$ cat src/rtl/paramList_pkg.sv
// ============================================================================
// paramList -- shared constants and state encoding for the gain update block
// Rev 1.0
// ============================================================================
`default_nettype none

package paramList;

    localparam logic [11:0] PAST_QUA_EN   = 12'h100;
    localparam logic [15:0] LOG2_EXP_BIAS = 16'd13;
    localparam logic [15:0] LOG2_TO_DB    = 16'd24660;

    typedef enum logic [3:0] {
        INIT     = 4'd0,
        SHIFT_RD = 4'd1,
        SHIFT_WR = 4'd2,
        LOG_REQ  = 4'd3,
        LOG_WAIT = 4'd4,
        COMP_HI  = 4'd5,
        COMP_LO  = 4'd6,
        SHL      = 4'd7,
        WRITE0   = 4'd8,
        FINAL    = 4'd9
    } gain_update_state_t;

    function automatic logic [11:0] past_qua_en_addr(input logic [1:0] k);
        return {PAST_QUA_EN[11:2], k};
    endfunction

endpackage

`default_nettype wire

$ cat src/rtl/gain_update.sv
// ============================================================================
// gain_update -- G.729 MA predictor energy history update via shared operators
// Rev 1.0
// ============================================================================
`default_nettype none

module gain_update
    import paramList::*;
(
    input  logic        clk,
    input  logic        reset,
    input  logic        start,
    output logic        done,
    input  logic [31:0] L_gbk12,
    output logic [15:0] sub_a,
    output logic [15:0] sub_b,
    input  logic [15:0] sub_in,
    output logic [31:0] L_add_a,
    output logic [31:0] L_add_b,
    input  logic [31:0] L_add_in,
    output logic [31:0] L_shl_a,
    output logic [15:0] L_shl_b,
    input  logic [31:0] L_shl_in,
    output logic [15:0] mult_a,
    output logic [15:0] mult_b,
    input  logic [15:0] mult_in,
    output logic        log2_start,
    output logic [31:0] log2_in,
    input  logic        log2_done,
    input  logic [15:0] log2_exp,
    input  logic [15:0] log2_frac,
    output logic [11:0] scratch_mem_read_addr,
    output logic [11:0] scratch_mem_write_addr,
    output logic        scratch_mem_write_en,
    output logic [31:0] scratch_mem_out,
    input  logic [31:0] scratch_mem_in
);

    gain_update_state_t r_state, w_state_next;

    logic [1:0]  r_i;
    logic [1:0]  r_k;
    logic [31:0] r_gbk;
    logic [15:0] r_exp;
    logic [15:0] r_frac;
    logic [15:0] r_hi;
    logic [31:0] r_acc;
    logic [15:0] r_tmp;
    logic        r_next_done;

    // Only the high half of the shifted accumulator is kept.
    logic w_unused_shl_lo;
    assign w_unused_shl_lo = ^L_shl_in[15:0];

    always_ff @(posedge clk) begin
        if (reset) begin
            r_state     <= INIT;
            r_i         <= 2'd0;
            r_k         <= 2'd0;
            r_gbk       <= 32'd0;
            r_exp       <= 16'd0;
            r_frac      <= 16'd0;
            r_hi        <= 16'd0;
            r_acc       <= 32'd0;
            r_tmp       <= 16'd0;
            r_next_done <= 1'b0;
            done        <= 1'b0;
        end else begin
            r_state     <= w_state_next;
            done        <= r_next_done;
            r_next_done <= 1'b0;
            case (r_state)
                INIT: begin
                    if (start) begin
                        r_gbk <= L_gbk12;
                        r_i   <= 2'd3;
                    end
                end
                SHIFT_RD: r_k <= sub_in[1:0];
                SHIFT_WR: r_i <= r_k;
                LOG_WAIT: begin
                    if (log2_done) begin
                        r_exp  <= log2_exp;
                        r_frac <= log2_frac;
                    end
                end
                COMP_HI:  r_hi        <= sub_in;
                COMP_LO:  r_acc       <= L_add_in;
                SHL:      r_tmp       <= L_shl_in[31:16];
                WRITE0:   r_next_done <= 1'b1;
                default:  ;
            endcase
        end
    end

    always_comb begin
        w_state_next           = r_state;
        sub_a                  = 16'd0;
        sub_b                  = 16'd0;
        L_add_a                = 32'd0;
        L_add_b                = 32'd0;
        L_shl_a                = 32'd0;
        L_shl_b                = 16'd0;
        mult_a                 = 16'd0;
        mult_b                 = 16'd0;
        log2_start             = 1'b0;
        log2_in                = 32'd0;
        scratch_mem_read_addr  = 12'd0;
        scratch_mem_write_addr = 12'd0;
        scratch_mem_write_en   = 1'b0;
        scratch_mem_out        = 32'd0;
        case (r_state)
            INIT: begin
                if (start) w_state_next = SHIFT_RD;
            end
            SHIFT_RD: begin
                sub_a                 = {14'd0, r_i};
                sub_b                 = 16'd1;
                scratch_mem_read_addr = past_qua_en_addr(sub_in[1:0]);
                w_state_next          = SHIFT_WR;
            end
            SHIFT_WR: begin
                // Descending walk: entry i-1 was read before entry i is overwritten.
                scratch_mem_write_addr = past_qua_en_addr(r_i);
                scratch_mem_write_en   = 1'b1;
                scratch_mem_out        = scratch_mem_in;
                w_state_next           = (r_i > 2'd1) ? SHIFT_RD : LOG_REQ;
            end
            LOG_REQ: begin
                log2_start   = 1'b1;
                log2_in      = r_gbk;
                w_state_next = LOG_WAIT;
            end
            LOG_WAIT: begin
                log2_in = r_gbk;
                if (log2_done) w_state_next = COMP_HI;
            end
            COMP_HI: begin
                sub_a        = r_exp;
                sub_b        = LOG2_EXP_BIAS;
                w_state_next = COMP_LO;
            end
            COMP_LO: begin
                L_add_a      = {r_hi, 16'd0};
                L_add_b      = {{15{r_frac[15]}}, r_frac, 1'b0};
                w_state_next = SHL;
            end
            SHL: begin
                L_shl_a      = r_acc;
                L_shl_b      = LOG2_EXP_BIAS;
                w_state_next = WRITE0;
            end
            WRITE0: begin
                mult_a                 = r_tmp;
                mult_b                 = LOG2_TO_DB;
                scratch_mem_write_addr = past_qua_en_addr(2'd0);
                scratch_mem_write_en   = 1'b1;
                scratch_mem_out        = {{16{mult_in[15]}}, mult_in};
                w_state_next           = FINAL;
            end
            FINAL:   w_state_next = INIT;
            default: w_state_next = INIT;
        endcase
    end

endmodule

`default_nettype wire

$ cat config.mk
export PLATFORM = sky130hd
export DESIGN_NAME = gain_update
export DESIGN_NICKNAME = d
export VERILOG_FILES = /design/src/rtl/paramList_pkg.sv /design/src/rtl/gain_update.sv
export SDC_FILE = /design/constraint.sdc
export NUM_CORES = 1
export LEC_CHECK = 0
export BUFFER_PORTS_ARGS = -buffer_cell sky130_fd_sc_hd__buf_4
export CORE_AREA = 8 8 173 175
export CTS_CLUSTER_DIAMETER = 30
export CTS_CLUSTER_SIZE = 28
export DETAILED_ROUTE_END_ITERATION = 16
export DIE_AREA = 0 0 181 183
export HOLD_SLACK_MARGIN = 0.05
export SETUP_SLACK_MARGIN = 0.15
export SLEW_MARGIN = 30
export SYNTH_ARGS = -nofsm -noshare
export SYNTH_HDL_FRONTEND = slang
export SYNTH_SLANG_ARGS = --single-unit
$ cat constraint.sdc
create_clock -name clk -period 2.18 [get_ports clk]
set_input_delay 0.436 -clock clk [delete_from_list [all_inputs] [get_ports clk]]
set_output_delay 0.436 -clock clk [all_outputs]
set_load 0.01 [all_outputs]
---- Yosys cells after proc, flatten, opt, wreduce, memory -nomap -nowiden ----
Index checks and enable logic that the tools add are counted.
storage, ports and cells
  output and inout bits ................... 267
  logic and storage cells ................. 51
  input bits .............................. 196
  bits in registers ....................... 138
cells by class
  equal/unequal tests ..................... 10
  reductions and logical operators ........ 8
  magnitude comparators ................... 1
  multiplexer cells ....................... 21
operators by type and width
  kind                  number
  $mux W32              4
  $pmux W32 S2          1
  $pmux W4 S9           1
  $pmux W16 S2          1
  $pmux W9 S2           1
  $eq A4 B3 Y1 const B  4
  $mux W16              1
  $mux W15              1
  $mux W4               3
  $mux W9               1
  $eq A4 B2 Y1 const B  2
  $pmux W4 S2           1
  $reduce_and A2 Y1     4
  $eq A4 B1 Y1 const B  1
  $eq A4 B4 Y1 const B  1
  $logic_not A4 Y1      1
  $mux W2               2
  $ne A2 B2 Y1 const B  2
  $pmux W2 S2           1
  $reduce_or A2 Y1      2
  $mux W1               3
  $gt A2 B1 Y1 const B  1
  $reduce_bool A2 Y1    1

---- Depth between registers and ports, before layout ----
Gate-level depths: netlist of run 1.
  depth after elaboration ................. 3
  mapped depth ............................ 7
  mapped depth without buffers ............ 5

---- Worst setup path before layout of run 1 ----
OpenSTA, ideal clock, no wires.
  kind .................................... register to output
  start point ............................. register r_state[1]
  end point ............................... output port L_add_b[17]
  stages on the path, launching flop included .. 7
  slack ................................... -0.006 ns
  path buffers ............................ 4
  arrival time ............................ 1.750 ns
  cells stage by stage .................... dfxtp_1 > buf_4 > nor4bb_4 > buf_4 > buf_6 > and2_1 > buf_4
on the way
  longest elaborated chain between the ends .. 2
ends and longest elaborated chain
  what                    line                RTL
  start, declared         gain_update.sv:39   gain_update_state_t r_state, w_state_next;
  start signal, assigned  gain_update.sv:69   r_state <= w_state_next;
  $eq A4 B3 Y1            gain_update.sv:112  case (r_state)
  $mux W32                gain_update.sv:112
  end, declared           gain_update.sv:19   output logic [31:0] L_add_b,
Every way passes these cells.

---- Final worst setup path of run 1 ----
  start point ............................. register r_state[2]
  end point ............................... output port scratch_mem_out[11]
on the way
  longest elaborated chain between the ends .. 2
  elaborated cells on any way between the ends .. 3
  those cells by class .................... eq/ne: 2; mux: 1
ends and longest elaborated chain
  what                                          line                RTL
  $eq A4 B4 Y1 or $eq A4 B2 Y1 (tied branches)  gain_update.sv:112
  $pmux W32 S2 *                                gain_update.sv:112
  end, declared                                 gain_update.sv:35   output logic [31:0] scratch_mem_out,
Mark *: on every way between the ends. The rest lies on a longest branch, timed or not.

==> flow_summary.json, run 1 <==
{
  "grt_antenna_before_repair": 0,
  "drive_above_1_share_pct": 47.1,
  "port_buffers": 374,
  "hold_buffers": 0,
  "synth_cell_types": 36,
  "clk_latency_ns": 0.41,
  "cap_violations": 0,
  "fin_ws_ns": -0.158,
  "dpl.hpwl_um": 19500,
  "wl_met3_um": 2790,
  "antenna_left": 0,
  "place.gp.congestion": 0.811,
  "outcome": "complete, but fails checks",
  "ys.warnings.count": 0,
  "die-height_um": 183,
  "syn_inst": 911,
  "path_class": "reg2out",
  "clock_skew_ns": 0.0100,
  "cts_tree": "built",
  "dpl_worst_slack_ns": 0.119,
  "pin_count": 463,
  "topRoutingLayerUsed": "met4",
  "die_w_um": 181,
  "cp-start-kind": "register",
  "hold_path_class": "in2reg",
  "crit_chain": "buf_6, nor4b_4, buf_6, buf_12, buf_16, a22o_1, buf_6",
  "grt_pass1_vias": 7052,
  "fin_area_mm2": 0.0126,
  "start_util_pct": 27.5,
  "p_leak_uw": 0.00576,
  "cts_sinks": 138,
  "yosysTopAreaCell": "dfxtp_1",
  "wl_met1_um": 11600,
  "vdd_ir_drop_max_v": 0.000387,
  "drc": 0,
  "cpPeakStageDelay_ns": 0.36,
  "synth_commonest_cells": "nand2_1 (165), dfxtp_1 (138), and2_1 (130), nand2b_1 (129), buf_4 (104)",
  "period_share_pct": 107,
  "final-hold-violation-count": 0,
  "setup_violations": 131,
  "cp_common_cell": "buf_6",
  "syn-cell-area_mm2": 0.00752,
  "ctsLongestPathBuffers": 2,
  "coreArea_mm2": 0.0273,
  "yosysSeqAreaShare_pct": 36.7,
  "syn_avg_cell_area_um2": 8.26,
  "synth-main-ff-cell": "dfxtp_1",
  "n_antenna_cell": 0,
  "grt_start_max_net_pins": 78,
  "drtIter0Drc": 249,
  "rsz0062_at_grt": "true",
  "fillers": 2633,
  "cts-root-buf": "clkbuf_16",
  "synth-seq-cells": 138,
  "cts.clk_slew.worst_paths_ns": 0.06,
  "area_growth_pct": 67.8,
  "nets": 1495,
  "cp_max_fo": 8,
  "routed_wl_um": 29500,
  "violations": "setup timing",
  "drv_slew": 0,
  "fmax_ghz": 0.428,
  "yosys-top-cells-area": "dfxtp_1 (37%), and2_1 (11%), nand2b_1 (11%), buf_4 (10%), mux2i_1 (8.8%)",
  "wire_per_inst_um": 17.8,
  "crit_arrival_ns": 1.90,
  "routed-via-count": 7126,
  "slowest_stage": "dfxtp_4",
  "wl_met2_um": 14800,
  "cts-buffers-inserted": 17,
  "cp_top_family": "buffers and inverters",
  "synthArstFlopShare_pct": 0,
  "dieArea_mm2": 0.0331,
  "min_period_ns": 2.34,
  "grt-ovfl-total": 0,
  "std_cell_rows": 61,
  "dpl_cell_area_mm2": 0.0103,
  "crit_path_end_kind": "primary output",
  "drtPass1Iterations": 4,
  "yosysMostFrequentCell": "nand2_1",
  "power_density_mw_per_mm2": 517,
  "cts.htree.levels": 4,
  "required_ns": 1.74,
  "grt_pass1_wl_um": 42000,
  "yosysTopAreaCellShare_pct": 36.7,
  "crit_buf_inv": 5,
  "setup_tns_ns": -9.83,
  "viasPerCell": 4.30,
  "synth_edf_count": 0,
  "grt_usage_pct": 16.0
}
-- worst paths after layout --
path	start	slack (ns)	end	cells after the start
max reg2reg	r_state[2]	0.41	r_acc[5]	8
max	r_state[2]	-0.16	scratch_mem_out[11]	7
min	sub_in[6]	0.27	r_hi[6]	3
min reg2reg	r_next_done	0.45	done	1
-- state kept, by name (all words and copies together), names as in the netlist --
name,count
done,1
r_acc,32
r_exp,16
r_frac,16
r_gbk,32
r_hi,16
r_i,2
r_k,2
r_next_done,1
r_state,4
r_tmp,16
-- per-layer routing --
| layer | up-vias | global-route usage (%) |
|---|---|---|
| li1 | 3504 | - |
| met1 | 3343 | 18.0 |
| met4 | 0 | 3.67 |
| met5 | - | 0 |
| met3 | 18 | 7.18 |
| met2 | 261 | 27.5 |
-- where the power goes --
group,total (µW),switching (µW),internal [µW]
sequential,2640,44.1,2590
clock,2830,1170,1650
combinational,1060,462,597
total,6520,1680,4840
-- cell type report --
class / count / area [µm²] / area share, %
Clock buffer: 20 / 467 / 3.70
Clock inverter: 11 / 97.6 / 0.773
Inverter: 6 / 35.0 / 0.278
Multi-Input combinational cell: 677 / 4330 / 34.3
Sequential cell: 138 / 2780 / 22.0
Tap cell: 346 / 433 / 3.43
Timing Repair Buffer: 459 / 4490 / 35.6
-- repair_timing --
item | in CTS | in global routing
pin swaps | 32 | 70
setup buffers | 23 | 19
gates resized for setup | 165 | 145
gates cloned | 10 | 8
endpoints found under the setup margin | 193 | 192
-- cell usage in the layout, fill, tap and decap left out, drive strengths merged, types with 2 or more instances in the layout --
| cell | n |
|---|---|
| buf | 453 |
| nand2 | 165 |
| dfxtp | 138 |
| and2 | 131 |
| nand2b | 129 |
| conb | 72 |
| a21oi | 69 |
| mux2i | 66 |
| clkbuf | 25 |
| a22o | 17 |
| clkinv | 10 |
| nor2 | 6 |
| inv | 5 |
| nor4b | 3 |
| nand3b | 2 |
| a211oi | 2 |
| o31a | 2 |
| nand4bb | 2 |
-- cell families (layout without fill, tap and decap cells) --
family | Yosys count | in the layout | synth area share (%)
buffers and inverters | 168 | 496 | 14.7
multiplexers | 66 | 66 | 8.78
AND/OR/NAND/NOR | 447 | 448 | 32.6
other | 1 | 72 | 0.0498
AO/OA/AOI/OAI | 91 | 91 | 7.12
flip-flops | 138 | 138 | 36.7
-- stage by stage --
step / power [µW] / hold slack (ns) / cells / utilization, %
4_1_cts: 6590 / 0.240 / 1630 / 43.2
6_report: 6520 / 0.268 / 1657 / 46.2
5_1_grt: 6810 / 0.250 / 1657 / 46.2
3_5_place_dp: 3550 / 0.442 / 1566 / 37.6
2_1_floorplan: 3200 / 0.414 / 982 / -
3_3_place_gp: 3540 / 0.437 / 1566 / 37.6
-- worst reg2reg max path, cell delays in order, from the launching register on --
cell and delay [ns]:
dfxtp_4 0.38, nor4bb_4 0.35, buf_6 0.18, buf_12 0.11
buf_16 0.11, buf_4 0.10, buf_4 0.22, nand2_1 0.13
a21oi_1 0.13
Note: power is estimated with default switching activity, not from simulation.
==> run 2: changes to the inputs <==
Settings changed: RECOVER_POWER from default to 100, SETUP_SLACK_MARGIN 0.15 to 0.4.
==> flow_summary.json, run 2 (same netlist as run 1, synthesis figures left out) <==
{
  "grt_pass1_vias": 7306,
  "antenna_left": 0,
  "required_ns": 1.74,
  "area_growth_pct": 74.5,
  "design_power_total_uw": 6580,
  "grt-ovfl-total": 0,
  "cap_violations": 0,
  "layout_common_cells": "buf_4 (283), buf_6 (143), dfxtp_1 (134)",
  "p_switching_uw": 1680,
  "grt_start_max_net_pins": 46,
  "final-hold-violation-count": 0,
  "reg2reg_setup_slack_ns": 0.43,
  "wire_per_inst_um": 17.9,
  "clk_latency_ns": 0.41,
  "place.gp.congestion": 0.767,
  "cp-start-kind": "register",
  "grt_usage_pct": 16.2,
  "swShare_pct": 25.6,
  "reg2reg_from": "r_state[0]",
  "internal_power_uw": 4890,
  "cts_sinks": 138,
  "tightest_slew_ns": 0.841,
  "die_w_um": 181,
  "cts-root-buf": "clkbuf_16",
  "coreArea_mm2": 0.0273,
  "nets": 1514,
  "min_path_cells": 3,
  "drive_above_1_share_pct": 49.2,
  "seqPwrFrac_pct": 40.2,
  "fmax_ghz": 0.418,
  "relSlewSlack_pct": 43.9,
  "rsz0062_at_grt": "true",
  "fin_ws_ns": -0.215,
  "setup_violations": 151,
  "dpl_cell_area_mm2": 0.0103,
  "r2r_cells": 9,
  "drtPass1Iterations": 4,
  "pin_count": 463,
  "power_density_mw_per_mm2": 501,
  "n_antenna_cell": 0,
  "cts_tree": "built",
  "fin_area_mm2": 0.0131,
  "cp_common_cell": "buf_6",
  "cts.clk_slew.worst_paths_ns": 0.06,
  "layout_commonest_cell": "buf_4",
  "dpl.hpwl_um": 19300,
  "wl_met1_um": 11600,
  "ctsLongestPathBuffers": 2,
  "dieArea_mm2": 0.0331,
  "std_cell_rows": 61,
  "crit_chain": "buf_6, or3b_4, a21oi_4, buf_12, clkbuf_16, and2_4, buf_6",
  "p_leak_uw": 0.00592,
  "top_regs": "r_acc: 32 flops, r_gbk: 32 flops",
  "drtIter0Drc": 224,
  "violations": "setup timing",
  "path_class": "reg2out",
  "hold_buffers": 0,
  "wl_met3_um": 2850,
  "grt_antenna_before_repair": 0,
  "outcome": "complete, but fails checks",
  "viasPerCell": 4.30,
  "clock_skew_ns": 0.00953,
  "routed-via-count": 7204,
  "cts.htree.levels": 4,
  "min_period_ns": 2.39,
  "routed_wl_um": 30000,
  "topRoutingLayerUsed": "met4",
  "cts-buffers-inserted": 17,
  "timing.rr.end": "r_acc[8]",
  "drv_slew": 0,
  "start_util_pct": 27.5,
  "power_frac_comb_pct": 17.0,
  "dpl_worst_slack_ns": 0.166,
  "power.share.clock_pct": 42.8,
  "crit_arrival_ns": 1.96,
  "whs_endpoint": "r_acc[15]",
  "crit_path_end_kind": "primary output",
  "hold_start": "L_add_in[15]",
  "grt_pass1_wl_um": 42800,
  "wl_met2_um": 15100,
  "port_buffers": 374,
  "vdd_ir_drop_max_v": 0.000415,
  "drc": 0,
  "cpPeakStageDelay_ns": 0.38,
  "cp_max_fo": 8,
  "slowest_stage": "or3b_4",
  "period_share_pct": 110,
  "die-height_um": 183,
  "hold_path_class": "in2reg"
}
[run 2: cell types whose count changed in the layout (fill, tap and decap cells not counted), sizes merged]
cell / previous run / this run
nand2: 165 / 167
bufbuf: 1 / 0
buf: 453 / 462
bufinv: 1 / 2
clkinv: 10 / 5
inv: 5 / 6
clkbuf: 25 / 31
clkinvlp: 1 / 5
[run 2: final cells by class]
type / instances / area [µm²]
Multi-Input combinational cell: 679 / 4540
Inverter: 6 / 35.0
Clock buffer: 17 / 425
Clock inverter: 12 / 130
Fill cell: 2581 / 14200
Tap cell: 346 / 433
Sequential cell: 138 / 2780
Timing Repair Buffer: 476 / 4790
[run 2: critical path: cells and delay by family (launching register included)]
kind                   cells  cell delay [ns]
AO/OA/AOI/OAI              1             0.18
buffers and inverters      4             0.52
flip-flops                 1             0.32
AND/OR/NAND/NOR            2             0.52
[run 2: how the worst max path moves through the flow]
stage                     from  slack [ns]             endpoint
global route        r_state[0]       -0.30          L_add_b[25]
finish              r_state[0]       -0.21          log2_in[20]
floorplan           r_state[1]        0.30          L_add_b[17]
CTS                 r_state[0]       -0.22          log2_in[22]
global placement    r_state[1]        0.17          L_add_b[16]
detailed placement  r_state[0]        0.17  scratch_mem_out[19]
[run 2: power groups by stage]
stage	logic [µW]	clock network, µW	registers (µW)
4_1_cts	1020	2930	2640
2_1_floorplan	526	0	2680
3_5_place_dp	843	0	2700
6_report	1120	2810	2640
5_1_grt	1200	3030	2650
3_3_place_gp	835	0	2700
[run 2: metrics by stage]
step,cells,util [%],hold slack (ns),setup TNS [ns]
finish,1674,48.0,0.269,-18.85
global placement,1569,37.7,0.423,0
global route,1674,48.0,0.253,-35.46
CTS,1637,43.5,0.245,-17.95
floorplan,982,-,0.414,0
detailed placement,1569,37.7,0.425,0
[run 2: repair_timing]
action                     in CTS  in global routing
gates cloned                   12                 12
pin swaps                      24                 62
buffers inserted               27                 25
setup endpoints to repair     197                226
resized for setup             140                208
[run 2: layer usage]
| layer | vias to the layer above | track usage [%] |
|---|---|---|
| li1 | 3550 | - |
| met1 | 3344 | 18.2 |
| met2 | 283 | 27.9 |
| met3 | 27 | 7.10 |
| met4 | 0 | 4.03 |
| met5 | - | 0 |
==> run 3: changes to the inputs <==
Settings changed: CORE_AREA 8 8 173 175 to 2 2 182 184, DIE_AREA 0 0 181 183 to 0 0 184 186, SLEW_MARGIN 30 to default.
==> flow_summary.json, run 3 (same netlist as run 1, synthesis figures left out) <==
{
  "grt_antenna_before_repair": 0,
  "grt_usage_pct": 15.0,
  "cts-buffers-inserted": 17,
  "dpl.hpwl_um": 17100,
  "slowest_stage": "or3b_4",
  "layout_common_cells": "buf_4 (267), nand2_1 (159), buf_6 (136)",
  "grt_start_max_net_pins": 65,
  "routed_wl_um": 27700,
  "power.share.clock_pct": 45.6,
  "nets": 1491,
  "die_w_um": 184,
  "ctsLongestPathBuffers": 2,
  "p_leak_uw": 0.00563,
  "stdcell_count": 1715,
  "seqPwrFrac_pct": 39.9,
  "area_growth_pct": 66.7,
  "violations": "setup timing",
  "crit_buf_inv": 3,
  "r2r_cells": 8,
  "holdWs_ns": 0.255,
  "std_cell_rows": 66,
  "place.gp.congestion": 0.757,
  "min_period_ns": 2.35,
  "n_antenna_cell": 0,
  "fin_ws_ns": -0.172,
  "period_share_pct": 108,
  "p_switching_uw": 1660,
  "pin_count": 463,
  "grt_pass1_vias": 6685,
  "crit_path_end_kind": "primary output",
  "relSlewSlack_pct": 32.8,
  "swShare_pct": 24.9,
  "min_path_cells": 3,
  "drtPass1Iterations": 4,
  "viasPerCell": 4.16,
  "dpl_worst_slack_ns": 0.0814,
  "reg2reg_from": "r_state[1]",
  "top_regs": "r_acc: 32 flops, r_gbk: 32 flops",
  "wire_per_inst_um": 16.1,
  "power_frac_comb_pct": 14.5,
  "outcome": "complete, but fails checks",
  "whs_endpoint": "r_hi[3]",
  "grt_pass1_wl_um": 38900,
  "clock_skew_ns": 0.0103,
  "cts_sinks": 138,
  "drv_slew": 0,
  "reg2reg_setup_slack_ns": 0.15,
  "drive_above_1_share_pct": 45.6,
  "cts-root-buf": "clkbuf_16",
  "dieArea_mm2": 0.0342,
  "crit_arrival_ns": 1.92,
  "setup_tns_ns": -10.02,
  "hold_start": "sub_in[3]",
  "path_class": "reg2out",
  "setup_violations": 143,
  "vdd_ir_drop_max_v": 0.000449,
  "cp_top_family": "simple AND/OR/NAND/NOR gates",
  "crit_chain": "or3b_4, a21oi_4, buf_12, clkbuf_16, and2_4, buf_6",
  "hold_path_class": "in2reg",
  "die-height_um": 186,
  "cap_violations": 0,
  "timing.rr.end": "r_acc[14]",
  "dp.cells": 1630,
  "cts.htree.levels": 4,
  "fmax_ghz": 0.425,
  "layout_commonest_cell": "buf_4",
  "clk_latency_ns": 0.42,
  "required_ns": 1.74,
  "cts_tree": "built",
  "tightest_slew_ns": 1.01,
  "cts.clk_slew.worst_paths_ns": 0.06,
  "cpPeakStageDelay_ns": 0.41,
  "drtIter0Drc": 217,
  "rsz0062_at_grt": "true",
  "routed-via-count": 7140,
  "port_buffers": 374,
  "internal_power_uw": 4990,
  "final-hold-violation-count": 0,
  "power_density_mw_per_mm2": 530,
  "coreArea_mm2": 0.0322,
  "cp-start-kind": "register",
  "cp_max_fo": 8,
  "grt-ovfl-total": 0,
  "antenna_left": 0,
  "drc": 0,
  "start_util_pct": 23.4
}
run 3: what timing repair did:
item / 4_1_cts / 5_1_grt
pin swaps: 28 / 73
cloned: 15 / 7
endpoints found under the setup margin: 194 / 217
gates resized for setup: 119 / 164
hold buffers: 0 / 0
setup buffers: 20 / 12
run 3: per-layer routing:
| layer | vias up | GRT usage [%] | share of wire, % | wire (µm) |
|---|---|---|---|---|
| met1 | 3306 | 17.6 | 41 | 11200 |
| li1 | 3509 | - | - | - |
| met2 | 292 | 25.3 | 49 | 13600 |
| met4 | 0 | 5.09 | 2.2 | 608 |
| met5 | - | 0 | 0 | 0 |
| met3 | 33 | 5.32 | 8.1 | 2240 |
run 3: final cells by class:
cell class / instances / area [µm²]
Fill cell: 3212 / 19700
Timing Repair Buffer: 455 / 4400
Multi-Input combinational cell: 677 / 4230
Sequential cell: 138 / 2780
Tap cell: 408 / 510
Clock buffer: 20 / 457
Clock inverter: 11 / 146
Inverter: 6 / 30.0
run 3: worst reg2reg max path: stages (launching register included):
cell      delay, ns
dfxtp_4        0.38
nor4bb_4       0.30
buf_6          0.20
buf_12         0.13
buf_4          0.14
clkbuf_1       0.22
clkbuf_2       0.34
nand2_1        0.12
a21oi_2        0.12
run 3: power groups by stage:
stage / Combinational, µW / Clock (µW) / Sequential (µW)
after floorplan: 526 / 0 / 2680
after global placement: 832 / 0 / 2700
after detailed placement: 839 / 0 / 2700
after CTS: 935 / 3140 / 2640
after global routing: 1050 / 3250 / 2660
final: 966 / 3030 / 2650
run 3: metrics by stage:
step           area, µm²  utilization, %  power, µW
6_report           12500            38.9       6640
3_3_place_gp       10300            32.1       3530
5_1_grt            12500            38.9       6950
2_1_floorplan       7820               -       3200
3_5_place_dp       10300            32.1       3540
4_1_cts            11900            36.9       6720
run 3: worst max-delay path by stage:
stage	cells after the start	from	to
CTS	5	r_state[0]	log2_in[21]
global route	6	r_state[1]	log2_in[18]
global placement	4	r_state[1]	L_add_b[23]
floorplan	6	r_state[1]	L_add_b[17]
detailed placement	6	r_state[0]	scratch_mem_out[19]
finish	6	r_state[1]	log2_in[25]
